$ cat src/rtl/alarm_pkg.sv
// alarm_pkg: interval codes, timer state encoding and default clock rate shared by the alarm blocks.
package alarm_pkg;
    typedef enum logic [1:0] {ARM_DELAY, DRIVER_DELAY, PASSENGER_DELAY, ALARM_ON} interval_e;
    typedef enum logic [1:0] {IDLE, REQ, LOAD, COUNT} timer_state_e;
    localparam int DEFAULT_CLK_HZ = 27_000_000;
endpackage

$ cat src/rtl/second_divider.sv
// second_divider: free-running 0..CLK_HZ-1 counter producing a one-cycle 1 Hz enable.
module second_divider
    import alarm_pkg::*;
#(
    parameter int CLK_HZ = DEFAULT_CLK_HZ
) (
    input  logic clk,
    input  logic reset,
    input  logic clear,
    output logic one_hz
);
    localparam int W = $clog2(CLK_HZ);
    localparam logic [W-1:0] TERM = W'(CLK_HZ - 1);
    logic [W-1:0] count;
    always_ff @(posedge clk)
        if (reset || clear) count <= '0;
        else count <= one_hz ? '0 : count + 1'b1;
    assign one_hz = count == TERM;
endmodule

$ cat src/rtl/alarm_timer.sv
// alarm_timer: requests an interval from the parameter store, loads it and counts it down in seconds.
module alarm_timer
    import alarm_pkg::*;
#(
    parameter int CLK_HZ = DEFAULT_CLK_HZ
) (
    input  logic       clk,
    input  logic       reset,
    input  logic       start,
    input  logic [1:0] interval_sel,
    output logic [1:0] interval,
    input  logic [3:0] value,
    output logic       expired,
    output logic       busy,
    output logic [3:0] remaining,
    output logic       one_hz
);
    timer_state_e state, state_n;
    logic [1:0] interval_n;
    logic [3:0] remaining_n;
    logic busy_n, expired_n, clear;

    second_divider #(.CLK_HZ(CLK_HZ)) u_div (
        .clk(clk), .reset(reset), .clear(clear), .one_hz(one_hz)
    );

    always_ff @(posedge clk)
        if (reset) begin
            state     <= IDLE;
            interval  <= 2'b00;
            busy      <= 1'b0;
            expired   <= 1'b0;
            remaining <= 4'd0;
        end else begin
            state     <= state_n;
            interval  <= interval_n;
            busy      <= busy_n;
            expired   <= expired_n;
            remaining <= remaining_n;
        end

    // A start request overrides whatever the current state would do, including an expiry.
    always_comb begin
        state_n     = state;
        interval_n  = interval;
        busy_n      = busy;
        expired_n   = 1'b0;
        remaining_n = remaining;
        clear       = 1'b0;
        if (start) begin
            state_n    = REQ;
            interval_n = interval_sel;
            busy_n     = 1'b1;
        end else begin
            case (state)
                REQ: state_n = LOAD;
                LOAD: begin
                    remaining_n = value;
                    clear       = 1'b1;
                    expired_n   = value == 4'd0;
                    busy_n      = value != 4'd0;
                    state_n     = value == 4'd0 ? IDLE : COUNT;
                end
                COUNT:
                    if (one_hz) begin
                        remaining_n = remaining == 4'd0 ? 4'd0 : remaining - 4'd1;
                        expired_n   = remaining <= 4'd1;
                        busy_n      = remaining > 4'd1;
                        state_n     = remaining <= 4'd1 ? IDLE : COUNT;
                    end
                default: ;
            endcase
        end
    end
endmodule

$ cat config.mk
export PLATFORM = sky130hd
export DESIGN_NAME = alarm_timer
export DESIGN_NICKNAME = d
export VERILOG_FILES = /design/src/rtl/alarm_pkg.sv /design/src/rtl/second_divider.sv /design/src/rtl/alarm_timer.sv
export SDC_FILE = /design/constraint.sdc
export NUM_CORES = 1
export LEC_CHECK = 0
export ABC_AREA = 1
export BUFFER_PORTS_ARGS = -buffer_cell sky130_fd_sc_hd__buf_2
export CAP_MARGIN = 40
export CORE_MARGIN = 2
export CORE_UTILIZATION = 40
export DETAILED_ROUTE_END_ITERATION = 12
export GPL_ROUTABILITY_DRIVEN = 0
export PLACE_DENSITY_LB_ADDON = 0.3
export SETUP_SLACK_MARGIN = 0.1
export SYNTH_ARGS = -nofsm -noshare
export SYNTH_HDL_FRONTEND = slang
export SYNTH_SLANG_ARGS = --single-unit
$ cat constraint.sdc
create_clock -name clk -period 1.5 [get_ports clk]
set_input_delay 0.075 -clock clk [delete_from_list [all_inputs] [get_ports clk]]
set_output_delay 0.075 -clock clk [all_outputs]
set_load 0.05 [all_outputs]
==> impl_metrics.json <==
{
  "wl_per_cell_um": 11.5,
  "port_buffers": 17,
  "crit_type": "flip-flop to output port",
  "die_w_um": 73.2,
  "fill_cells": 438,
  "dr_total_vias": 1777,
  "synthToLayoutAreaGrowth_pct": 27.5,
  "cts_root_buffer": "clkbuf_8",
  "postSynthCellCount": 280,
  "cts_tree": "yes",
  "synth_area_leader_cell": "dfxtp_1",
  "instances_no_fill": 374,
  "grt_setup_unrepaired": "yes",
  "fin_crit_sh_pct": 98.3,
  "maxSlewViolCount": 0,
  "hold_viol_final": 0,
  "fin_crit_ns": 1.47,
  "finalInstanceArea_um2": 2450,
  "grt_usage_pct": 16.7,
  "setup_viol": 0,
  "antenna_cells": 0,
  "core_um2": 4660,
  "max_slew_margin_pct": 77.0,
  "critPathRequiredTime_ns": 1.42,
  "worstSetupStartpointType": "flip-flop",
  "clk_latency_ns": 0.29,
  "max-cap-violations": 0,
  "cts_buffers": 5,
  "synth_seq_area_share_pct": 36.5,
  "p_leak_nw": 1.04,
  "post_route_cells_drive_above_1_share_pct": 29.1,
  "io_pins": 18,
  "dr.pass1.iters": 4,
  "antenna_found_initial": 0,
  "path_clk_slew_ns": 0.07,
  "ant_nets": 0,
  "power_mw": 2.03,
  "syn_area_um2": 1920,
  "status": "complete, no violations",
  "overflow": 0,
  "cp_max_fo": 2,
  "die_area_um2": 5360,
  "vdd_ir_drop_max_uv": 535,
  "synth_nets": 293,
  "power.density_nw_per_um2": 830,
  "grt_pass1_vias": 1666,
  "placedCellCount": 360,
  "num_rows": 25,
  "yosysWarnings": 0,
  "place_area_um2": 2160,
  "start_util_pct": 41.2,
  "ys_ff_latch": 35,
  "drt-initial-drc-count": 52,
  "synth_area_leaders": "dfxtp_1, nor2_1, nand2_1",
  "htreeDepth": 2,
  "tns_ns": 0,
  "clock_path_buffers": 2,
  "synthDistinctLibCells": 27,
  "r2r_slack_ns": 0.03,
  "tightest_slew_ns": 0.344,
  "drcViolationCount": 0,
  "skew_ns": 0.00569,
  "routed_wl_um": 4320,
  "cp-end-kind": "output port",
  "final_common_cell": "nand2_1",
  "avgViaCountPerCell": 4.75,
  "fmax_mhz": 678,
  "hold_class": "input port to flip-flop",
  "mostFrequentLayoutCells": "nand2_1, nor2_1, inv_1, dfxtp_1, buf_2",
  "dp_hpwl_um": 3100,
  "worstPathArrival_ns": 1.40,
  "synth_area_per_cell_um2": 6.85,
  "die_h_um": 73.2,
  "nets": 332,
  "grt_max_degree": 19,
  "grt_pass1_wl_um": 7020,
  "synth_top_area_share_pct": 36.5,
  "cts.sinks": 35
}
==> routing by layer <==
metal / global-route usage, % / wire length [um] / vias up / part of all wire [%]
li1: - / - / 955 / -
met1: 21.0 / 2030 / 788 / 47
met2: 28.0 / 2120 / 27 / 49
met3: 3.31 / 110 / 7 / 2.5
met4: 6.17 / 53 / 0 / 1.2
met5: 0 / 0 / - / 0
==> area by class of cell <==
class | count | area, um2 | share of cell area [%]
multi-input combinational | 202 | 1150 | 46.9
sequential | 35 | 714 | 29.2
tap | 54 | 67.6 | 2.76
timing repair buffer | 35 | 268 | 10.9
inverter | 40 | 150 | 6.14
clock buffer | 8 | 100 | 4.09
==> registers in the layout (all words and copies together), names as in the netlist <==
name,count
remaining,4
u_div.count,25
busy,1
interval,2
state,2
expired,1
==> power breakdown <==
group / total, mW / internal [mW] / switching (mW)
Sequential: 0.985 / 0.958 / 0.0272
Clock: 0.768 / 0.419 / 0.348
Combinational: 0.277 / 0.112 / 0.165
==> worst max-delay path, cell delays in order (launching register included) <==
cell,delay [ns]
dfxtp_2,0.36
ha_4,0.15
nand2_4,0.06
nor2_4,0.09
nand2_1,0.06
nor2_1,0.11
nand2_2,0.08
inv_2,0.07
buf_8,0.14
==> cell families after synthesis <==
kind of cell | after synthesis | share of synthesized area (%)
compound gates | 27 | 7.96
buf+inv | 43 | 9.39
fa+ha+maj | 4 | 2.61
simple gates | 160 | 38.5
flops | 35 | 36.5
xor+xnor | 11 | 5.02
==> Yosys cell counts (all sizes together) <==
cell type and number:
nand2 64, nor2 60, inv 40, dfxtp 35
nand3 18, a21oi 15, nor3 9, xor2 8
o21ai 7, ha 4, nand4 4, buf 3
xnor2 3, nor3b 2, o21a 2, or2 2
a211oi 1, nand3b 1, o21bai 1, o31ai 1
==> repair_timing <==
action / CTS / global route
resized for setup: 13 / 24
cloned: 0 / 1
setup buffers: 5 / 0
hold buffers: 0 / 0
setup endpoints to repair: 34 / 34
pin swaps: 3 / 7
hold endpoints to repair: 0 / 0
==> final timing paths <==
path | start | end | cells after the start
min | interval_sel[1] | interval[1] | 3
min reg2reg | u_div.count[3] | u_div.count[3] | 2
max | u_div.count[0] | one_hz | 8
max reg2reg | u_div.count[0] | u_div.count[20] | 10
==> per-stage QoR <==
step,setup slack [ns],hold slack (ns),util [%]
after floorplan,0.0757,0.142,-
final,0.0254,0.0138,52.5
after detailed placement,0.000230,0.312,46.3
after global placement,0.0243,0.299,46.3
after global routing,-0.0517,0.0181,52.5
after CTS,-0.0227,0.00976,50.1
Power figures use the tool's default switching activity.
